[src/rtl/register_file_pkg.sv]
// Shared register-block constants: address-width derivation and legal-depth check.
package register_file_pkg;

  localparam int REG_DEPTH_MIN = 2;
  localparam int REG_DEPTH_MAX = 64;

  // Address width never drops below one bit, even for a two-entry block.
  function automatic int reg_aw(input int depth);
    return (depth <= 2) ? 1 : $clog2(depth);
  endfunction

  function automatic bit reg_depth_ok(input int depth);
    return (depth >= REG_DEPTH_MIN) && (depth <= REG_DEPTH_MAX);
  endfunction

endpackage

[src/rtl/register_file_param_register.sv]
// One storage word: loads INIT on reset, d on write enable.
// Latency: one edge write; backpressure: none.
module param_register #(
  parameter int               WIDTH = 10,
  parameter logic [WIDTH-1:0] INIT  = '0
) (
  input  logic [WIDTH-1:0] d,
  input  logic             clk,
  input  logic             rst,
  input  logic             w,
  output logic [WIDTH-1:0] q
);

  always_ff @(posedge clk) begin
    if (rst) begin
      q <= INIT;
    end else if (w) begin
      q <= d;
    end
  end

endmodule

[src/rtl/register_file.sv]
// Two-read/one-write register file with optional hardwired-zero reg 0 and write forwarding.
// Latency: write one edge, reads combinational; backpressure: none, illegal writes flagged on err.
module register_file
  import register_file_pkg::*;
#(
  parameter int               WIDTH    = 10,
  parameter int               DEPTH    = 4,
  parameter logic [WIDTH-1:0] INIT     = '0,
  parameter bit               ZERO_REG = 1'b0,
  parameter bit               FORWARD  = 1'b1,
  localparam int              AW       = reg_aw(DEPTH)
) (
  input  logic             clk,
  input  logic             rst,
  input  logic             w,
  input  logic [AW-1:0]    wa,
  input  logic [WIDTH-1:0] d,
  input  logic [AW-1:0]    ra,
  output logic [WIDTH-1:0] qa,
  input  logic [AW-1:0]    rb,
  output logic [WIDTH-1:0] qb,
  output logic             err
);

  if (!reg_depth_ok(DEPTH)) begin : g_depth_check
    $error("register_file: DEPTH %0d outside legal range", DEPTH);
  end

  logic [WIDTH-1:0] q_arr [DEPTH];
  logic             wa_in_range;
  logic             wa_zero_hit;
  logic             wr_legal;
  logic             wr_ok;

  assign wa_in_range = (int'(wa) < DEPTH);
  assign wa_zero_hit = ZERO_REG && (wa == '0);
  assign wr_legal    = wa_in_range && !wa_zero_hit;
  // Reset beats a simultaneous write, which also suppresses forwarding.
  assign wr_ok       = w && !rst && wr_legal;

  for (genvar i = 0; i < DEPTH; i++) begin : g_reg
    param_register #(
      .WIDTH (WIDTH),
      .INIT  (INIT)
    ) u_reg (
      .d   (d),
      .clk (clk),
      .rst (rst),
      .w   (wr_ok && (wa == AW'(i))),
      .q   (q_arr[i])
    );
  end

  always_comb begin
    qa = '0;
    if ((int'(ra) < DEPTH) && !(ZERO_REG && (ra == '0))) begin
      if (FORWARD && wr_ok && (wa == ra)) begin
        qa = d;
      end else begin
        qa = q_arr[ra];
      end
    end
  end

  always_comb begin
    qb = '0;
    if ((int'(rb) < DEPTH) && !(ZERO_REG && (rb == '0))) begin
      if (FORWARD && wr_ok && (wa == rb)) begin
        qb = d;
      end else begin
        qb = q_arr[rb];
      end
    end
  end

  always_ff @(posedge clk) begin
    if (rst) begin
      err <= 1'b0;
    end else begin
      err <= w && !wr_legal;
    end
  end

endmodule

[config.mk]
export PLATFORM = sky130hd
export DESIGN_NAME = register_file
export DESIGN_NICKNAME = d
export VERILOG_FILES = /design/src/rtl/register_file_pkg.sv /design/src/rtl/register_file_param_register.sv /design/src/rtl/register_file.sv
export SDC_FILE = /design/constraint.sdc
export NUM_CORES = 1
export LEC_CHECK = 0
export BUFFER_PORTS_ARGS = -buffer_cell sky130_fd_sc_hd__buf_4
export CELL_PAD_IN_SITES_DETAIL_PLACEMENT = 2
export CELL_PAD_IN_SITES_GLOBAL_PLACEMENT = 2
export CORE_MARGIN = 1
export CORE_UTILIZATION = 39
export CTS_BUF_LIST = sky130_fd_sc_hd__clkbuf_4 sky130_fd_sc_hd__clkbuf_8
export DETAILED_ROUTE_END_ITERATION = 10
export GPL_ROUTABILITY_DRIVEN = 0
export PLACE_DENSITY = 0.89
export SLEW_MARGIN = 20
export SYNTH_ARGS = -nofsm -noshare
export SYNTH_HDL_FRONTEND = slang
export SYNTH_SLANG_ARGS = --single-unit
[constraint.sdc]
create_clock -name clk -period 1.75 [get_ports clk]
set_input_delay 0.175 -clock clk [delete_from_list [all_inputs] [get_ports clk]]
set_output_delay 0.175 -clock clk [all_outputs]
set_load 0.02 [all_outputs]
==> run metrics, run 1 <==
sw frac=25.6%; Sink Count=40; share of layout cells above drive strength 1=47.3%; die outline width=79.3 um; via/cell ratio=5.88; Synth cell types=19; Syn. warnings=0; Tcrit/Tclk final=99.6%; Worst EP arrival=1.57 ns; Remaining DRCs=0; Crit path required time=1.57 ns; max-slew violation count=0; Mapped Cells=234; core area=5640 um^2; initial antenna violation count=0; worst IR drop on VDD=374 uV; Clock Latency Late Sink=0.30 ns; Final Critical Period=1.74 ns; die height=79.3 um; antenna diode count=0; syn_area_per_cell=9.97 um^2; register area share after synthesis=34.3%; nets@finish=298; Most flops, register=g.u_reg.q; first-pass GRT wire length=12800 um; Psw=0.569 mW; commonest non-fill, non-tap cell in the layout=nand2_1; Setup crit start=g_reg[3].u_reg.q[2]; HP Start=d[0]; DP Wirelength=5320 um; largest net degree at the start of global routing=34; register bit count reported by yosys=40; kind of critical path=flip-flop to output port; DIE AREA=6290 um^2; hold_ws=0.141 ns; Initial Util=41.3%; crit end category=output port; CTS Buffer Depth=2; wire per inst=23.8 um; P&R area growth vs syn=23.8%; TritonCTS clock tree=yes; RR Startpoint=g_reg[1].u_reg.q[7]; clk slew on worst S/H paths=0.08 ns; largest registers=g.u_reg.q: 40 flops; Routed WL=8360 um; Worst Skew=0 ns; Max Cap Viol=0; buffers added on ports=38; drt pass-1 iters=4; R2R Setup Slk=0.82 ns; post-synthesis instance area=2330 um^2; hold-critical path endpoint=g_reg[3].u_reg.q[0]; P_leak=1.11 nW; # setup viols final=0; synthesized net count=253; most frequent cells in the layout=nand2_1, buf_4, a21oi_1; Hold Path Class=primary input to flip-flop; PD cells=771 nW/um^2; reg2reg path depth=4; fin util=51.2%; Via Count=2064; fmax=574 MHz; worst reg2reg endpoint=g_reg[1].u_reg.q[7]; total grt overflow=0; Final Hold Viols=0; Logic pwr share=16.0%; clock network fraction of total power=41.5%; DRT antenna net count=0; Worst Hold Depth=3; internal power=1.66 mW; vias in the first global route=2209; status=complete, no violations; Tot GR Track Use=28.5%; DRT iter0 DRCs=86; # IOs=40; TritonCTS Buffers=5; H-tree levels=2; Max FO, Critical Path=3; Setup crit start kind=flip-flop; clock root buffer=clkbuf_8; number of flip-flops in the largest register=40; FP Rows=27; RSZ-0062 raised after global routing=true; Reg power frac=42.6%
[per-stage QoR]
stage / worst slack (ns) / power [mW] / area [um^2] / cells / TNS (ns)
5_1_grt: -0.0193 / 2.30 / 2890 / 351 / -0.0506
6_report: 0.00706 / 2.22 / 2890 / 351 / 0
3_5_place_dp: 0.108 / 1.29 / 2710 / 342 / 0
2_1_floorplan: 0.430 / 1.15 / 2330 / 234 / 0
3_3_place_gp: 0.196 / 1.27 / 2710 / 342 / 0
4_1_cts: -0.0175 / 2.21 / 2840 / 350 / -0.0175
[per-layer routing]
metal / routed length, um / GRT usage (%)
met5: 0 / 0
met4: 274 / 11.5
met3: 294 / 4.94
met2: 4340 / 51.1
met1: 3450 / 33.5
[Yosys cell counts]
cell type,instances,area (um^2)
nor4b_4,1,23.8
or4b_1,1,10.0
mux4_1,20,526
xnor2_1,4,35.0
clkbuf_1,6,22.5
dfxtp_1,40,801
nand4bb_1,2,22.5
nor4bb_1,2,20.0
nand4b_1,1,8.76
and4b_1,1,10.0
mux2_2,20,225
and2b_1,1,7.51
buf_6,5,56.3
buf_2,5,25.0
nand2_1,80,300
conb_1,1,3.75
nand3_2,2,20.0
a21oi_1,40,200
buf_4,2,15.0
[repair_timing]
item,4_1_cts,5_1_grt
buffers inserted,1,1
hold buffers,0,0
endpoints found under the setup margin,17,19
gates resized for setup,30,35
gates cloned,0,0
[area by class of cell]
cell class / count / area (um^2)
fillers: 601 / 2760
clock inverters: 2 / 60.1
multi-input cells: 176 / 1380
flip-flops and latches: 40 / 835
clock buffers: 5 / 68.8
repair buffers: 56 / 458
well taps: 72 / 90.1
[logic make-up (layout without fill, tap and decap cells)]
kind of cell,after synthesis,after routing,share of synthesized area [%]
and+or+nand+nor,91,91,18.1
AOI/OAI and AO/OA,40,40,8.58
muxes,40,40,32.2
DFF,40,40,34.3
buffers and inverters,18,63,5.10
xor gates and xnor gates,4,4,1.50
other,1,1,0.161
[worst max-delay path by stage]
| stage | to | cells past startpoint |
|---|---|---|
| 2_1_floorplan | qa[1] | 3 |
| 3_3_place_gp | qb[2] | 4 |
| 3_5_place_dp | qa[2] | 4 |
| 4_1_cts | qa[2] | 3 |
| 5_1_grt | qa[0] | 3 |
| 6_report | qa[2] | 3 |
[critical path, stage by stage (launching register included)]
cell	delay (ns)
dfxtp_2	0.33
mux4_2	0.50
mux2_4	0.30
buf_6	0.13
[power by group through the flow]
stage / Sequential (mW) / Combinational, mW / Clock, mW
after detailed placement: 0.964 / 0.324 / 0
after global placement: 0.961 / 0.311 / 0
after global routing: 0.950 / 0.378 / 0.971
after floorplan: 0.958 / 0.194 / 0
after CTS: 0.945 / 0.342 / 0.926
final: 0.948 / 0.355 / 0.922
(Power assumes the default switching activity.)
==> run 2, diff against run 1 <==
- ABC_AREA: not set -> 1
- CORE_UTILIZATION: 39 -> 32
==> run metrics, run 2 <==
Hold Path Class=primary input to flip-flop; Clock Latency Late Sink=0.28 ns; Worst Tran Pin Value=0.497 ns; largest registers=g.u_reg.q: 40 flops; DRT iter0 DRCs=184; share of layout cells above drive strength 1=14.2%; Psw=0.749 mW; Syn. warnings=0; Max FO, Critical Path=10; clock network fraction of total power=27.8%; prevailing post-synth register cell=dfxtp_1; Initial Util=33.5%; H-tree levels=2; buffers added on ports=38; Most flops, register=g.u_reg.q; max-slew violation count=0; Synth top cells by count=nand2_1, nor2_1, inv_1, dfxtp_1, nand3_1; nets@finish=512; sw frac=34.2%; Synth cell types=21; total grt overflow=0; Tcrit/Tclk final=87.8%; internal power=1.44 mW; core area=7850 um^2; final worst slack=0.214 ns; hold_ws=0.193 ns; syn_area_per_cell=5.68 um^2; Logic pwr share=28.4%; DP Wirelength=8330 um; initial antenna violation count=0; footprint of the multi-input gates=1480 um^2; CTS Buffer Depth=2; TritonCTS Buffers=5; via/cell ratio=5.32; number of synthesized flops with an enable pin=0; Reg power frac=43.8%; Remaining DRCs=0; Via Count=3164; Crit path required time=1.57 ns; Sink Count=40; crit end category=output port; synthesized net count=482; normalized max-slew margin=66.8%; Max Cap Viol=0; most common cell in the netlist=nand2_1; largest net degree at the start of global routing=41; Routed WL=11100 um; Sum Neg Setup Slack=0 ns; wire per inst=18.7 um; most frequent cells in the layout=nand2_1, nor2_1, buf_4; DRT antenna net count=0; post-cts sizing count=0; number of fill cells=1050; drt pass-1 iters=4; # setup viols final=0; Synth top area share=30.5%; die height=92.6 um; RSZ-0062 raised after global routing=false; first-pass GRT wire length=17900 um; TritonCTS clock tree=yes; fmax=651 MHz; # IOs=40; FF+latch area=801 um^2; post-CTS setup buffers=0; register bit count reported by yosys=40; register area share after synthesis=30.5%; clk slew on worst S/H paths=0.08 ns; Tot GR Track Use=27.3%; worst IR drop on VDD=252 uV; Async S/R FF share, synth=0%; vias in the first global route=3510; hold buffer count at cts=0; P_leak=1.55 nW; Worst EP arrival=1.36 ns; DIE AREA=8580 um^2; commonest non-fill, non-tap cell in the layout=nand2_1; clock root buffer=clkbuf_8; kind of critical path=primary input to output port; fin util=39.1%; Final Hold Viols=0; number of flip-flops in the largest register=40; status=complete, no violations; P&R area growth vs syn=16.8%; Worst Skew=0 ns; antenna diode count=0; FP Rows=32; Final Critical Period=1.54 ns; PD cells=713 nW/um^2; Mapped Cells=463; ranking of synthesized cells by area=dfxtp_1, nand2_1, nor2_1; area leader, netlist=dfxtp_1; die outline width=92.6 um; post-synthesis instance area=2630 um^2; Setup crit start kind=primary input; Total Power=2.19 mW; pre-CTS setup slack=0.222 ns
run 2: power groups by stage:
stage               clock (mW)  sequential (mW)  combinational, mW
detailed placement           0            0.980              0.616
CTS                      0.627            0.959              0.626
finish                   0.609            0.959              0.623
global route             0.651            0.963              0.683
global placement             0            0.977              0.585
floorplan                    0            0.974              0.367
run 2: area by class of cell:
cell class | count | share of cell area (%)
Multi-Input combinational cell | 344 | 48.1
Tap cell | 102 | 4.15
Inverter | 52 | 6.44
Sequential cell | 40 | 26.1
Clock inverter | 1 | 0.163
Timing Repair Buffer | 50 | 12.6
Clock buffer | 6 | 2.48
run 2: cell families after synthesis:
logic type / after synthesis / share of synthesized area [%]
AND/OR/NAND/NOR: 303 / 48.4
buffers and inverters: 79 / 13.4
AO/OA/AOI/OAI: 40 / 7.62
flip-flops: 40 / 30.5
other: 1 / 0.143
run 2: worst max-delay path, stage by stage:
cell,delay (ns)
buf_4,0.14
inv_2,0.10
nand2_1,0.08
nand2_1,0.21
nand3_2,0.28
nand2_1,0.15
nand2_1,0.07
buf_4,0.15
run 2: worst paths after layout:
kind	to	depth (start not counted)	startpoint	slack, ns
worst min register to register	g_reg[3].u_reg.q[8]	2	g_reg[3].u_reg.q[8]	0.49
worst min-delay path	g_reg[1].u_reg.q[6]	3	d[6]	0.19
worst max register to register	g_reg[1].u_reg.q[3]	2	g_reg[1].u_reg.q[3]	1.12
worst max-delay path	qb[3]	8	wa[0]	0.21
run 2: through the flow:
step	instance area [um^2]	std cells
6_report	3070	595
5_1_grt	3070	595
4_1_cts	3070	595
3_5_place_dp	2990	588
3_3_place_gp	2990	588
2_1_floorplan	2630	463
run 2: per-layer routing:
metal | vias up | track usage (%) | wire (um)
li1 | 1501 | - | -
met1 | 1543 | 32.8 | 4710
met2 | 96 | 49.4 | 5580
met3 | 24 | 3.28 | 504
met4 | 0 | 10.4 | 318
met5 | - | 0 | 0
==> run 3, diff against run 2 <==
==> constraint.sdc (replaced) <==
create_clock -name clk -period 1.75 [get_ports clk]
set_input_delay 0.35 -clock clk [delete_from_list [all_inputs] [get_ports clk]]
set_output_delay 0.35 -clock clk [all_outputs]
set_load 0.02 [all_outputs]
==> run metrics, run 3 (synthesized netlist as in run 2, its figures left out) <==
status=complete, but fails checks; failing checks=setup timing; commonest non-fill, non-tap cell in the layout=nand2_1; total grt overflow=0; drt pass-1 iters=4; buffers added on ports=38; final worst slack=-0.0100 ns; first-pass GRT wire length=20600 um; crit end category=output port; worst IR drop on VDD=333 uV; Worst Hold Depth=3; # setup viols final=2; CTS Buffer Depth=2; fmax=568 MHz; Routed WL=14400 um; PD cells=739 nW/um^2; DRT iter0 DRCs=226; DRT antenna net count=0; P_leak=1.68 nW; Setup crit start kind=primary input; reg2reg path depth=2; via/cell ratio=5.66; Hold Path Class=primary input to flip-flop; DIE AREA=8580 um^2; Crit path required time=1.40 ns; H-tree levels=2; FP Rows=32; fin util=43.2%; TritonCTS clock tree=yes; number of flip-flops in the largest register=40; wire per inst=23.2 um; initial antenna violation count=0; Most flops, register=g.u_reg.q; number of fill cells=1009; core area=7850 um^2; Clock Latency Late Sink=0.31 ns; nets@finish=536; clock root buffer=clkbuf_8; Worst EP arrival=1.41 ns; Max Cap Viol=0; Worst Skew=0 ns; share of layout cells above drive strength 1=20.3%; footprint of the multi-input gates=1550 um^2; most frequent cells in the layout=nand2_1, nor2_1, buf_4; kind of critical path=primary input to output port; Tot GR Track Use=31.8%; die height=92.6 um; Via Count=3507; Tcrit/Tclk final=101%; P&R area growth vs syn=29.0%; # IOs=40; Remaining DRCs=0; Inst Count DP=606; TritonCTS Buffers=5; final cell count without fillers=620; Final Hold Viols=0; Total Power=2.51 mW; Sink Count=40; DP Wirelength=9650 um; FF+latch area=801 um^2; max-slew violation count=0; largest registers=g.u_reg.q: 40 flops; die outline width=92.6 um; largest net degree at the start of global routing=41; Initial Util=33.5%; antenna diode count=0; Final Critical Period=1.76 ns; Max FO, Critical Path=5; clk slew on worst S/H paths=0.09 ns; vias in the first global route=3794
[run 3: cell count changes in the layout (fill, tap and decap cells not counted), moves of 2 or more]
cell     change
nand2_1      -5
nand2_2      +3
nor2_1       -2
nand3_4      +3
nand2_4      +2
inv_1        -3
buf_4       +12
buf_6        +9
[run 3: cell type report]
type,count,area share [%]
multi-input combinational,346,45.8
sequential,40,23.6
timing repair buffer,72,17.5
inverter,52,6.05
tap,102,3.76
clock buffer,5,2.03
clock inverter,3,1.25
[run 3: path summary, 6_finish.rpt]
kind	startpoint	to	slack, ns
worst min-delay path	d[5]	g_reg[2].u_reg.q[5]	0.36
worst max register to register	g_reg[3].u_reg.q[6]	g_reg[3].u_reg.q[6]	1.07
worst max-delay path	rst	qa[2]	-0.01
worst min register to register	g_reg[1].u_reg.q[6]	g_reg[1].u_reg.q[6]	0.49
[run 3: worst max-delay path, cell delays in order]
cell	delay [ns]
buf_4	0.13
inv_4	0.06
nand2_2	0.06
nor2_4	0.24
buf_6	0.19
nand4_1	0.12
nand2_1	0.11
buf_4	0.14
[run 3: power breakdown]
group          switching, mW  internal, mW  leakage (nW)  total, mW
clock                  0.379         0.423        0.0541      0.802
combinational          0.485         0.258          1.30      0.743
sequential            0.0199         0.942         0.325      0.961
[run 3: per-layer routing]
| layer | GRT usage (%) | wire length [um] | vias up |
|---|---|---|---|
| met5 | 0 | 0 | - |
| met4 | 13.7 | 546 | 0 |
| met3 | 4.02 | 881 | 47 |
| met2 | 56.5 | 7070 | 165 |
| met1 | 38.2 | 5880 | 1745 |
| li1 | - | - | 1550 |
[run 3: through the flow]
| stage | area (um^2) | hold WS [ns] | worst slack (ns) | setup TNS, ns |
|---|---|---|---|---|
| after floorplan | 2630 | 0.455 | 0.377 | 0 |
| after global placement | 3130 | 0.464 | 0.0531 | 0 |
| after detailed placement | 3130 | 0.476 | -0.104 | -1.28 |
| after CTS | 3260 | 0.358 | 0.0155 | 0 |
| after global routing | 3390 | 0.373 | -0.0384 | -0.130 |
| final | 3390 | 0.362 | -0.0100 | -0.0148 |
[run 3: timing repair]
action | 4_1_cts | 5_1_grt
hold buffers | 0 | 0
pin swaps | 1 | 3
gates resized for setup | 6 | 26
gates cloned | 0 | 3
setup endpoints to repair | 20 | 16
buffers inserted | 0 | 3
